==> src/rtl/breath_led_multi.sv <==
// breath_led_multi
//   Multi-channel PWM LED driver. A shared prescaler and PWM period counter
//   time NUM_CH channels, each with its own mode (off/on/breath/blink) and
//   ramp step. Configuration arrives through a one-entry pending slot that
//   is applied at the next PWM period boundary.
//
// Ports
//   sys_clk     system clock
//   sys_rst_n   asynchronous active-low reset
//   sw_ctrl     per-channel output enable (1 = LED may light), unregistered
//   cfg_valid   config request
//   cfg_ready   config slot free
//   cfg_ch      target channel
//   cfg_mode    0 off, 1 on, 2 breath, 3 blink
//   cfg_step    requested ramp step (clamped to 1..MAX_STEP)
//   cfg_err     one-cycle pulse when an accepted request named a bad channel
//   period_stb  one-cycle pulse in the first cycle of each PWM period
//   led         LED drive
module breath_led_multi #(
  parameter int NUM_CH     = 4,
  parameter int CH_W       = 2,
  parameter int TICK_DIV   = 100,
  parameter int PWM_RES    = 1000,
  parameter int DUTY_W     = 10,
  parameter int MAX_STEP   = 10,
  parameter int START_STEP = 1,
  parameter int RESET_MODE = 2
) (
  input  logic              sys_clk,
  input  logic              sys_rst_n,
  input  logic [NUM_CH-1:0] sw_ctrl,
  input  logic              cfg_valid,
  output logic              cfg_ready,
  input  logic [CH_W-1:0]   cfg_ch,
  input  logic [1:0]        cfg_mode,
  input  logic [DUTY_W-1:0] cfg_step,
  output logic              cfg_err,
  output logic              period_stb,
  output logic [NUM_CH-1:0] led
);

  typedef enum logic [1:0] {
    MODE_OFF    = 2'd0,
    MODE_ON     = 2'd1,
    MODE_BREATH = 2'd2,
    MODE_BLINK  = 2'd3
  } mode_e;

  localparam int                PRE_W        = (TICK_DIV > 1) ? $clog2(TICK_DIV) : 1;
  localparam logic [PRE_W-1:0]  TICK_LAST    = PRE_W'(TICK_DIV - 1);
  localparam logic [DUTY_W-1:0] PWM_LAST     = DUTY_W'(PWM_RES - 1);
  localparam logic [DUTY_W:0]   PWM_LAST_X   = (DUTY_W + 1)'(PWM_RES - 1);
  localparam logic [DUTY_W-1:0] MAX_STEP_L   = DUTY_W'(MAX_STEP);
  localparam logic [DUTY_W-1:0] START_STEP_L = DUTY_W'(START_STEP);
  localparam logic [1:0]        RESET_MODE_L = 2'(RESET_MODE);
  localparam logic [CH_W:0]     NUM_CH_L     = (CH_W + 1)'(NUM_CH);

  logic [PRE_W-1:0]  prescaler_q, prescaler_d;
  logic [DUTY_W-1:0] pwmCnt_q, pwmCnt_d;
  logic              tick;
  logic              pend;

  mode_e             mode_q [NUM_CH];
  mode_e             mode_d [NUM_CH];
  logic [DUTY_W-1:0] step_q [NUM_CH];
  logic [DUTY_W-1:0] step_d [NUM_CH];
  logic [DUTY_W-1:0] duty_q [NUM_CH];
  logic [DUTY_W-1:0] duty_d [NUM_CH];
  logic [DUTY_W:0]   rampSum [NUM_CH];
  logic [NUM_CH-1:0] dirDown_q, dirDown_d;
  logic [NUM_CH-1:0] ledR_q, ledR_d;

  logic              pendValid_q, pendValid_d;
  logic [CH_W-1:0]   pendCh_q, pendCh_d;
  mode_e             pendMode_q, pendMode_d;
  logic [DUTY_W-1:0] pendStep_q, pendStep_d;
  logic              cfgErr_q, cfgErr_d;
  logic              periodStb_q, periodStb_d;

  logic              accept;
  logic              chBad;
  logic [DUTY_W-1:0] stepClamped;

  // Shared timebase: prescaler produces one tick every TICK_DIV clocks, the
  // PWM counter steps on ticks; pend marks the last clock of a PWM period.
  assign tick = (prescaler_q == TICK_LAST);
  assign pend = tick & (pwmCnt_q == PWM_LAST);

  always_comb begin
    prescaler_d = tick ? '0 : prescaler_q + 1'b1;
    pwmCnt_d    = pwmCnt_q;
    if (tick) begin
      pwmCnt_d = (pwmCnt_q == PWM_LAST) ? '0 : pwmCnt_q + 1'b1;
    end
  end

  // Config slot. The slot is free whenever nothing is pending, so a request
  // accepted in a pend cycle naturally waits for the following pend.
  assign accept = cfg_valid & ~pendValid_q;
  assign chBad  = ({1'b0, cfg_ch} >= NUM_CH_L);

  always_comb begin
    stepClamped = cfg_step;
    if (cfg_step == '0) begin
      stepClamped = DUTY_W'(1);
    end else if (cfg_step > MAX_STEP_L) begin
      stepClamped = MAX_STEP_L;
    end
  end

  always_comb begin
    pendValid_d = pendValid_q;
    pendCh_d    = pendCh_q;
    pendMode_d  = pendMode_q;
    pendStep_d  = pendStep_q;
    cfgErr_d    = accept & chBad;
    periodStb_d = pend;
    if (pend) begin
      pendValid_d = 1'b0;
    end
    if (accept & ~chBad) begin
      pendValid_d = 1'b1;
      pendCh_d    = cfg_ch;
      pendMode_d  = mode_e'(cfg_mode);
      pendStep_d  = stepClamped;
    end
  end

  // Extended-width sum so the up ramp can detect reaching full scale
  // without wrapping.
  always_comb begin
    for (int i = 0; i < NUM_CH; i++) begin
      rampSum[i] = {1'b0, duty_q[i]} + {1'b0, step_q[i]};
    end
  end

  // Per-channel state: a pending config replaces the channel's ramp for the
  // period in which it lands; otherwise breath/blink channels ramp on pend.
  always_comb begin
    for (int i = 0; i < NUM_CH; i++) begin
      mode_d[i]    = mode_q[i];
      step_d[i]    = step_q[i];
      duty_d[i]    = duty_q[i];
      dirDown_d[i] = dirDown_q[i];
      if (pend & pendValid_q & (pendCh_q == CH_W'(i))) begin
        mode_d[i]    = pendMode_q;
        step_d[i]    = pendStep_q;
        duty_d[i]    = '0;
        dirDown_d[i] = 1'b0;
      end else if (pend & ((mode_q[i] == MODE_BREATH) | (mode_q[i] == MODE_BLINK))) begin
        if (!dirDown_q[i]) begin
          if (rampSum[i] >= PWM_LAST_X) begin
            duty_d[i]    = PWM_LAST;
            dirDown_d[i] = 1'b1;
          end else begin
            duty_d[i] = rampSum[i][DUTY_W-1:0];
          end
        end else begin
          if (duty_q[i] <= step_q[i]) begin
            duty_d[i]    = '0;
            dirDown_d[i] = 1'b0;
          end else begin
            duty_d[i] = duty_q[i] - step_q[i];
          end
        end
      end
    end
  end

  // LED pattern. On the down ramp the compare is inclusive so the peak
  // period is fully lit and the ramp stays symmetric.
  always_comb begin
    for (int i = 0; i < NUM_CH; i++) begin
      ledR_d[i] = 1'b0;
      case (mode_q[i])
        MODE_OFF:    ledR_d[i] = 1'b0;
        MODE_ON:     ledR_d[i] = 1'b1;
        MODE_BREATH: ledR_d[i] = dirDown_q[i] ? (pwmCnt_q <= duty_q[i]) : (pwmCnt_q < duty_q[i]);
        MODE_BLINK:  ledR_d[i] = ~dirDown_q[i];
        default:     ledR_d[i] = 1'b0;
      endcase
    end
  end

  // State registers, all cleared asynchronously.
  always_ff @(posedge sys_clk or negedge sys_rst_n) begin
    if (!sys_rst_n) begin
      prescaler_q <= '0;
      pwmCnt_q    <= '0;
      dirDown_q   <= '0;
      ledR_q      <= '0;
      pendValid_q <= 1'b0;
      pendCh_q    <= '0;
      pendMode_q  <= MODE_OFF;
      pendStep_q  <= START_STEP_L;
      cfgErr_q    <= 1'b0;
      periodStb_q <= 1'b0;
      for (int i = 0; i < NUM_CH; i++) begin
        mode_q[i] <= mode_e'(RESET_MODE_L);
        step_q[i] <= START_STEP_L;
        duty_q[i] <= '0;
      end
    end else begin
      prescaler_q <= prescaler_d;
      pwmCnt_q    <= pwmCnt_d;
      dirDown_q   <= dirDown_d;
      ledR_q      <= ledR_d;
      pendValid_q <= pendValid_d;
      pendCh_q    <= pendCh_d;
      pendMode_q  <= pendMode_d;
      pendStep_q  <= pendStep_d;
      cfgErr_q    <= cfgErr_d;
      periodStb_q <= periodStb_d;
      for (int i = 0; i < NUM_CH; i++) begin
        mode_q[i] <= mode_d[i];
        step_q[i] <= step_d[i];
        duty_q[i] <= duty_d[i];
      end
    end
  end

  assign cfg_ready  = ~pendValid_q;
  assign cfg_err    = cfgErr_q;
  assign period_stb = periodStb_q;
  assign led        = ledR_q & sw_ctrl;

endmodule

==> config.mk <==
export PLATFORM = sky130hd
export DESIGN_NAME = breath_led_multi
export DESIGN_NICKNAME = d
export VERILOG_FILES = /design/src/rtl/breath_led_multi.sv
export SDC_FILE = /design/constraint.sdc
export NUM_CORES = 1
export LEC_CHECK = 0
export BUFFER_PORTS_ARGS = -buffer_cell sky130_fd_sc_hd__buf_2
export CELL_PAD_IN_SITES_DETAIL_PLACEMENT = 2
export CELL_PAD_IN_SITES_GLOBAL_PLACEMENT = 2
export CORE_ASPECT_RATIO = 0.75
export CORE_UTILIZATION = 36
export DETAILED_ROUTE_END_ITERATION = 7
export HOLD_SLACK_MARGIN = 0.08
export MAX_ROUTING_LAYER = met4
export PLACE_DENSITY_LB_ADDON = 0.3
export SYNTH_ARGS = -nofsm -noshare
export SYNTH_HDL_FRONTEND = slang
export SYNTH_SLANG_ARGS = --single-unit
==> constraint.sdc <==
create_clock -name sys_clk -period 3.1 [get_ports sys_clk]
set_input_delay 0 -clock sys_clk [delete_from_list [all_inputs] [get_ports sys_clk]]
set_output_delay 0 -clock sys_clk [all_outputs]
set_load 0.005 [all_outputs]
==> impl_metrics.tcl, run 1 <==
set metrics [dict create \
    outcome "finished, violations left" \
    violations "negative setup slack" \
    drive_gt1_frac 0.241 \
    syn_area_sq_um 10400 \
    clock-sinks 129 \
    die-area_sq_um 29600 \
    arrival_ns 3.70 \
    endpoint_kind "flop" \
    port_buffers 26 \
    gp_congestion 0.889 \
    relSlewSlack 0.389 \
    cts_tree "done" \
    routedWlPerCell_microns 26.4 \
    comb_power_share 0.017 \
    htreeDepth 4 \
    grt_pass1_wl_microns 64700 \
    layout_common_cells "buf_4, inv_1, dfrtp_1, ha_1, nand2_1" \
    min_period_over_period 1.07 \
    grt_overflow 0 \
    power_mw 3.99 \
    maxCapViolations 0 \
    die_w_microns 198 \
    area_delta_synth_final_pct 25.5 \
    path_class "reg -> reg" \
    numCtsBuffers 17 \
    dr.first_iter.drc_count 762 \
    synth_flop_cell "dfrtp_1" \
    timing.final.ws_setup_ns -0.226 \
    cp-start-kind "flop" \
    die_h_microns 149 \
    cp_max_fo 8 \
    syn_inst 1213 \
    vias 10300 \
    final_nets 1502 \
    r2r_slack_ns -0.23 \
    clock_latency_ns 0.45 \
    cts_max_path_buffers 2 \
    report.final.slew_viol_count 0 \
    tightest_slew_ns 0.917 \
    synth_top_area_share 0.288 \
    yosys_warnings 0 \
    whs_ns 0.166 \
    antenna_found_initial 2 \
    finalWirelength_microns 46200 \
    drc_errors 0 \
    final_common_cell "buf_4" \
    setup_viol 23 \
    max_freq_ghz 0.301 \
    power_switching_mw 0.991 \
    placed_area_sq_um 11600 \
    fin_skew_ns 0.0112 \
    dpl.hpwl_microns 29900 \
    syn-num-nets 1364 \
    initial_core_util 0.369 \
    grt_start_max_net_pins 86 \
    yosysSeqAreaShare 0.311 \
    fill_cells 3009 \
    required_ns 3.47 \
    num_rows 53 \
    worst_hold_path_type "in -> async" \
    avgSynthCellArea_sq_um 8.59 \
    ioPinCount 28 \
    synthDistinctLibCells 82 \
    rsz0062_at_grt "true" \
    route.antenna.remaining_nets 0 \
    synth_edf_count 0 \
    clkPwrFrac 0.561 \
    ir_drop_mv 0.368 \
    internal_power_mw 3.00 \
    core_area_sq_um 28200 \
    gr-usage-all-layers 0.296 \
    grt_pass1_vias 10800 \
    final_area_sq_um 13100 \
    synthTopCellsByArea "dfrtp_1, ha_1, inv_1, o21ai_0, xnor2_1" \
    vias_per_cell 5.91 \
    root_buffer "clkbuf_16" \
    post-route-min-period_ns 3.33 \
    dr.pass1.iters 5 \
    p_sw_frac 0.248 \
    powerDensity_nw_per_um2 305 \
    async_reset_ff_frac 1.00 \
    yosys.area.top_type "dfrtp_1" \
    path_clk_slew_ns 0.07 \
    hold_violations 0 \
    power_frac_seq 0.422 \
    ys_ff_latch 129 \
    cellLeakagePower_nw 6.04 \
]
layout make-up:
class / count / area, sq um / share of cell area
Tap cell: 385 / 482 / 0.0368
Clock buffer: 17 / 425 / 0.0325
Multi-Input combinational cell: 903 / 6960 / 0.532
Sequential cell: 129 / 3240 / 0.248
Timing Repair Buffer: 168 / 1270 / 0.0971
Inverter: 132 / 502 / 0.0384
Clock inverter: 15 / 198 / 0.0151
Antenna cell: 1 / 2.50 / 0.000191
metal layers:
metal | up-vias | global-route usage | part of all wire
met1 | 5375 | 0.399 | 0.44
met3 | 83 | 0.0362 | 0.045
met2 | 319 | 0.465 | 0.49
met4 | 0 | 0.0854 | 0.022
li1 | 4567 | - | -
met5 | - | - | 0
registers in the layout, indices dropped and copies added (netlist names):
name	count
pendMode_q	2
pwmCnt_q	10
duty_q	40
pendStep_q	10
mode_q	8
pendCh_q	2
step_q	40
ledR_q	4
period_stb	1
prescaler_q	7
dirDown_q	4
pendValid_q	1
through the flow:
| stage | setup slack [ns] | utilization | setup TNS, ns | std cells |
|---|---|---|---|---|
| CTS | -0.0326 | 0.442 | -0.125 | 1723 |
| global placement | -0.0165 | 0.411 | -0.0378 | 1677 |
| detailed placement | -0.176 | 0.411 | -1.87 | 1677 |
| global route | -0.308 | 0.463 | -3.47 | 1750 |
| finish | -0.226 | 0.463 | -1.38 | 1750 |
| floorplan | 0.117 | - | 0 | 1213 |
power by group through the flow:
stage          Clock, mW  Combinational [mW]  Sequential (mW)
2_1_floorplan          0             0.00345             1.72
3_3_place_gp           0              0.0565             1.71
3_5_place_dp           0              0.0579             1.71
4_1_cts             2.24              0.0683             1.68
5_1_grt             2.31              0.0770             1.68
6_report            2.24              0.0695             1.68
cell usage after synthesis, drive strengths merged (24+ instances only):
cell type	number
a21o	25
o21ai	93
nand4	24
nand2	102
xnor2	48
clkbuf	36
nor3	36
inv	132
nor2	60
ha	122
a21oi	86
dfrtp	120
nand3	28
kinds of logic after synthesis:
| logic type | after synthesis | synth area share |
|---|---|---|
| other | 1 | 0.000360 |
| multiplexers | 17 | 0.0180 |
| adder cells (fa/ha/maj) | 130 | 0.162 |
| XOR/XNOR | 53 | 0.0445 |
| AO/OA/AOI/OAI | 340 | 0.219 |
| buffers and inverters | 181 | 0.0679 |
| AND/OR/NAND/NOR | 362 | 0.178 |
| flip-flops | 129 | 0.311 |
path summary, 6_finish.rpt:
| kind | endpoint | start | depth (start not counted) |
|---|---|---|---|
| setup / recovery | duty_q[22]$_DFFE_PN0P_ | step_q[20]$_DFFE_PN1P_ | 12 |
| hold / removal | step_q[38]$_DFFE_PN0P_ | sys_rst_n | 2 |
| setup reg to reg | duty_q[22]$_DFFE_PN0P_ | step_q[20]$_DFFE_PN1P_ | 12 |
| hold reg to reg | prescaler_q[0]$_DFF_PN0_ | prescaler_q[0]$_DFF_PN0_ | 1 |
| max in group asynchronous | mode_q[3]$_DFFE_PN1P_ | sys_rst_n | 3 |
| min in group sys_clk | led[0] | sw_ctrl[0] | 3 |
repair_timing:
action / CTS / global route
endpoints found under the setup margin: 30 / 41
resized for setup: 27 / 91
pin swaps: 8 / 61
hold buffers: 13 / 0
setup buffers: 1 / 26
gates cloned: 0 / 0
endpoints found under the hold margin: 85 / 0
critical path: stages, from the launching register on:
cell,delay [ns]
dfstp_2,0.58
ha_4,0.16
inv_2,0.05
fa_2,0.43
o21bai_4,0.16
a21oi_4,0.10
o21bai_2,0.16
a21oi_2,0.09
xnor2_2,0.15
or3_1,0.33
or4_4,0.57
a32oi_2,0.28
a22o_1,0.19
(Power assumes the default switching activity.)
==> run 2, diff against run 1 <==
ABC_AREA = 1   (was not set)
CORE_UTILIZATION = 33   (was 36)
TNS_END_PERCENT = 100   (was not set)
==> impl_metrics.tcl, run 2 <==
set metrics [dict create \
    report.final.slew_viol_count 0 \
    outcome "finished, final reports clean" \
    syn_inst 1614 \
    grt_overflow 0 \
    layout_common_cells "nand2_1, inv_1, nor2_1, ha_1, dfrtp_1" \
    clock-sinks 129 \
    synth_edf_count 0 \
    finalSetupTns_ns 0 \
    relSlewSlack 0.575 \
    min_period_over_period 0.889 \
    area_delta_synth_final_pct 12.6 \
    die_w_microns 213 \
    root_buffer "clkbuf_16" \
    antenna_found_initial 0 \
    endpoint_kind "flop" \
    path_class "reg -> reg" \
    numCtsBuffers 17 \
    post-route-min-period_ns 2.76 \
    fill_cells 3950 \
    synthTopCellsByArea "dfrtp_1, nand2_1, ha_1, inv_1, nor2_1" \
    synth_most_common_cell "nand2_1" \
    grt_start_max_net_pins 72 \
    antenna_cells 0 \
    drc_errors 0 \
    htreeDepth 4 \
    syn_area_sq_um 11000 \
    r2r_start "step_q[0]$_DFFE_PN1P_" \
    drive_gt1_frac 0.0629 \
    yosysSeqAreaShare 0.294 \
    yosys_warnings 0 \
    route.antenna.remaining_nets 0 \
    synth_top_area_share 0.273 \
    dr_wl_met3_microns 910 \
    die-area_sq_um 34100 \
    synth_flop_cell "dfrtp_1" \
    worst_hold_path_type "in -> async" \
    grt_pass1_wl_microns 66700 \
    dr.pass1.iters 4 \
    dr.first_iter.drc_count 407 \
    die_h_microns 160 \
    setup_viol 0 \
    vias 10800 \
    r2r-end "duty_q[5]$_DFFE_PN0P_" \
    async_reset_ff_frac 1.00 \
    ys_ff_latch 129 \
    synthDistinctLibCells 47 \
    wl_met2_microns 19100 \
    tightest_slew_ns 0.636 \
    clock_latency_ns 0.45 \
    met1_length_microns 20900 \
    cellLeakagePower_nw 7.04 \
    avgSynthCellArea_sq_um 6.83 \
    vias_per_cell 5.16 \
    final_nets 1793 \
    arrival_ns 3.09 \
    dpl.hpwl_microns 32000 \
    final-seq-area_sq_um 3240 \
    cp-start-kind "flop" \
    initial_core_util 0.338 \
    postLayoutCoreUtil 0.381 \
    path_clk_slew_ns 0.06 \
    powerDensity_nw_per_um2 336 \
    hold_violations 0 \
    ioPinCount 28 \
    num_rows 57 \
    reg_top3 "duty_q: 40 flops, step_q: 40 flops" \
    required_ns 3.43 \
    cts_tree "done" \
    cts_max_path_buffers 2 \
    rsz0062_at_grt "false" \
    ir_drop_mv 0.382 \
    multiInputGateArea_sq_um 6600 \
    finalWirelength_microns 41400 \
    syn-num-nets 1765 \
    gr-usage-all-layers 0.262 \
    gp_congestion 0.885 \
    r2r_cells 17 \
    fin_skew_ns 0.0139 \
    routedWlPerCell_microns 19.8 \
    ys_top_cells_by_count "nand2_1, inv_1, nor2_1, ha_1, dfrtp_1" \
    port_buffers 26 \
    max_freq_ghz 0.363 \
    cp_max_fo 4 \
    maxCapViolations 0 \
    core_area_sq_um 32600 \
    r2r_slack_ns 0.34 \
    final_common_cell "nand2_1" \
    yosys.area.top_type "dfrtp_1" \
    routed.top_layer "met4" \
    grt_pass1_vias 11900 \
]
run 2: critical path: stages (launching register included):
cell and delay (ns):
dfstp_2 0.55, ha_1 0.18, inv_1 0.06, fa_1 0.39, inv_1 0.07, nand2_1 0.07
nand2_1 0.16, nand2_1 0.10, nand2_1 0.10, nand2_1 0.06, nand2_1 0.09, nor2_1 0.06
nand3_1 0.12, nand2_1 0.12, nor2_1 0.28, nand2_1 0.10, nand2_1 0.08, nand2_1 0.05
run 2: area by class of cell:
cell class                 instances  share of cell area
clock buffer                      20              0.0360
timing repair buffer              44              0.0259
sequential                       129               0.261
clock inverter                    11              0.0190
tap                              442              0.0446
inverter                         269              0.0816
multi-input combinational       1181               0.532
run 2: kinds of logic after synthesis:
logic type                 count (synthesis)  synth area share
other                                      1          0.000340
DFF                                      129             0.294
and+or+nand+nor                          784             0.304
adders and majority gates                130             0.153
buffers and inverters                    304             0.107
AOI/OAI and AO/OA                        235             0.117
xor gates and xnor gates                  31            0.0246
run 2: how the worst max path moves through the flow:
| stage | endpoint | cells past startpoint | slack [ns] | from |
|---|---|---|---|---|
| after floorplan | duty_q[31]$_DFFE_PN0P_ | 16 | 0.83 | step_q[30]$_DFFE_PN1P_ |
| after global placement | duty_q[27]$_DFFE_PN0P_ | 17 | 0.50 | step_q[20]$_DFFE_PN1P_ |
| after detailed placement | duty_q[22]$_DFFE_PN0P_ | 17 | 0.25 | step_q[20]$_DFFE_PN1P_ |
| after CTS | duty_q[22]$_DFFE_PN0P_ | 17 | 0.22 | step_q[20]$_DFFE_PN1P_ |
| after global routing | duty_q[11]$_DFFE_PN0P_ | 16 | 0.09 | step_q[11]$_DFFE_PN0P_ |
| final | duty_q[5]$_DFFE_PN0P_ | 17 | 0.34 | step_q[0]$_DFFE_PN1P_ |
run 2: metal layers:
layer,vias up,GRT usage
met4,0,0.0487
met2,110,0.411
met1,5496,0.360
met5,-,-
met3,34,0.0346
li1,5174,-
run 2: power breakdown:
| part | internal, mW | leakage, nW | total [mW] | switching (mW) |
|---|---|---|---|---|
| sequential | 1.68 | 1.68 | 1.68 | 0 |
| clock | 1.60 | 0.326 | 2.42 | 0.816 |
| combinational | 0.0218 | 5.04 | 0.0682 | 0.0464 |
run 2: timing repair:
| item | 4_1_cts | 5_1_grt |
|---|---|---|
| resized for setup | 0 | 1 |
| endpoints found under the hold margin | 82 | 0 |
| endpoints found under the setup margin | 0 | 2 |
| buffers inserted | 0 | 0 |
| hold buffers | 15 | 0 |
run 2: stage by stage:
step                      cells  power, mW  worst slack [ns]  hold WS (ns)  instance area, sq um
after detailed placement   2050       1.77             0.251        0.0216                 11600
final                      2096       4.17             0.344         0.115                 12400
after global routing       2096       4.29            0.0850         0.153                 12400
after global placement     2050       1.77             0.496        0.0176                 11600
after floorplan            1614       1.72             0.826        -0.296                 11000
after CTS                  2096       4.19             0.223         0.132                 12400
==> run 3, diff against run 2 <==
RECOVER_POWER = 50   (was not set)
==> impl_metrics.tcl, run 3 (synthesized netlist as in run 2, its figures left out) <==
set metrics [dict create \
    outcome "finished, violations left" \
    violations "max-capacitance violations, max-slew violations" \
    route.antenna.remaining_nets 0 \
    endpoint_kind "flop" \
    cp_cell_sequence "ha_1 -> inv_1 -> fa_1 -> inv_1 -> nand2_1 -> nand2_1 -> nand2_1 -> nand2_1 -> nand2_1 -> nand2_1 -> nor2_1 -> nand3_1 -> nand2_1 -> nor2_2 -> nand2_1 -> nand2_1 -> nand2_1" \
    dr.first_iter.drc_count 400 \
    drive_gt1_frac 0.0623 \
    required_ns 3.43 \
    placed_area_sq_um 11600 \
    final_common_cell "nand2_1" \
    grt_start_max_net_pins 72 \
    r2r_slack_ns 0.35 \
    postLayoutCoreUtil 0.380 \
    htreeDepth 4 \
    layout_common_cells "nand2_1, inv_1, nor2_1, ha_1, dfrtp_1" \
    min_to "led[1]" \
    root_buffer "clkbuf_16" \
    dpl.cell_count 2050 \
    cp-start-kind "flop" \
    drc_errors 0 \
    worst_hold_path_type "in -> out" \
    antenna_cells 0 \
    relSlewSlack -0.0466 \
    r2r_cells 17 \
    numCtsBuffers 17 \
    min_from "sw_ctrl[1]" \
    final_area_sq_um 12400 \
    whs_ns 0.243 \
    die-area_sq_um 34100 \
    r2r-end "duty_q[22]$_DFFE_PN0P_" \
    arrival_ns 3.08 \
    grt_pass1_wl_microns 66700 \
    fin_cells 2096 \
    routedWlPerCell_microns 19.8 \
    area_delta_synth_final_pct 12.4 \
    cts_setup_buffers 0 \
    timing.final.ws_setup_ns 0.348 \
    power_mw 4.17 \
    post-route-min-period_ns 2.75 \
    hold_violations 0 \
    place_ws_ns 0.251 \
    dr.pass1.iters 5 \
    num_rows 57 \
    path_common_cell "nand2_1" \
    fin_skew_ns 0.0114 \
    cts_tree "done" \
    initial_core_util 0.338 \
    die_h_microns 160 \
    finalWirelength_microns 41500 \
    vias_per_cell 5.15 \
    min_period_over_period 0.888 \
    cts_max_path_buffers 2 \
    final_nets 1793 \
    cp_max_fo 4 \
    critical_path.max_stage_delay_ns 0.54 \
    rsz0062_at_grt "false" \
    report.final.slew_viol_count 60 \
    ir_drop_mv 0.383 \
    vias 10800 \
    die_w_microns 213 \
    core_area_sq_um 32600 \
    min_path_cells 4 \
    clock-sinks 129 \
    dpl.hpwl_microns 32000 \
    setup_viol 0 \
    antenna_found_initial 0 \
    slowest_stage "dfstp_2" \
    grt_overflow 0 \
    maxCapViolations 1 \
    max_freq_ghz 0.363 \
    path_clk_slew_ns 0.06 \
    gp_congestion 0.885 \
    critPathBufInv 2 \
    gr-usage-all-layers 0.262 \
    port_buffers 26 \
    tightest_slew_ns 1.57 \
    reg_top3 "duty_q: 40 flops, step_q: 40 flops" \
    grt_pass1_vias 11900 \
    powerDensity_nw_per_um2 337 \
    fill_cells 3955 \
    r2r_start "step_q[20]$_DFFE_PN1P_" \
    ioPinCount 28 \
    path_class "reg -> reg" \
    clock_latency_ns 0.45 \
    cellLeakagePower_nw 7.03 \
    cp_top_family "simple AND/OR/NAND/NOR gates" \
    finalSetupTns_ns 0 \
]
==> run 3: area by class of cell <==
cell class,count,area (sq um),share of cell area
inverters,269,1010,0.0817
well taps,442,553,0.0447
clock inverters,11,235,0.0190
flip-flops and latches,129,3240,0.262
clock buffers,20,447,0.0361
repair buffers,44,302,0.0243
multi-input cells,1181,6600,0.533
==> run 3: repair_timing <==
item                       4_1_cts  5_1_grt
setup endpoints to repair        0        2
gates resized for setup          0        1
hold buffers                    15        0
hold endpoints to repair        82        0
==> run 3: tightest hold or removal path: cells and delay by family <==
| kind | cells | cell delay [ns] |
|---|---|---|
| buf+inv | 3 | 0.21 |
| simple gates | 1 | 0.04 |
==> run 3: worst max-delay path by stage <==
stage / startpoint / end / slack, ns / cells past startpoint
finish: step_q[20]$_DFFE_PN1P_ / duty_q[22]$_DFFE_PN0P_ / 0.35 / 17
global route: step_q[11]$_DFFE_PN0P_ / duty_q[11]$_DFFE_PN0P_ / 0.09 / 16
CTS: step_q[20]$_DFFE_PN1P_ / duty_q[22]$_DFFE_PN0P_ / 0.22 / 17
detailed placement: step_q[20]$_DFFE_PN1P_ / duty_q[22]$_DFFE_PN0P_ / 0.25 / 17
global placement: step_q[20]$_DFFE_PN1P_ / duty_q[27]$_DFFE_PN0P_ / 0.50 / 17
floorplan: step_q[30]$_DFFE_PN1P_ / duty_q[31]$_DFFE_PN0P_ / 0.83 / 16
==> run 3: power by group <==
group / switching (mW) / internal [mW] / total, mW / leakage (nW)
registers: 0 / 1.68 / 1.68 / 1.68
logic: 0.0459 / 0.0190 / 0.0650 / 5.02
clock network: 0.818 / 1.60 / 2.42 / 0.326
total: 0.864 / 3.31 / 4.17 / 7.03
==> run 3: layer usage <==
metal,part of all wire,vias to the layer above,GRT usage
li1,-,5174,-
met1,0.50,5477,0.360
met2,0.46,115,0.411
met3,0.023,34,0.0346
met4,0.011,0,0.0487
met5,0,-,-
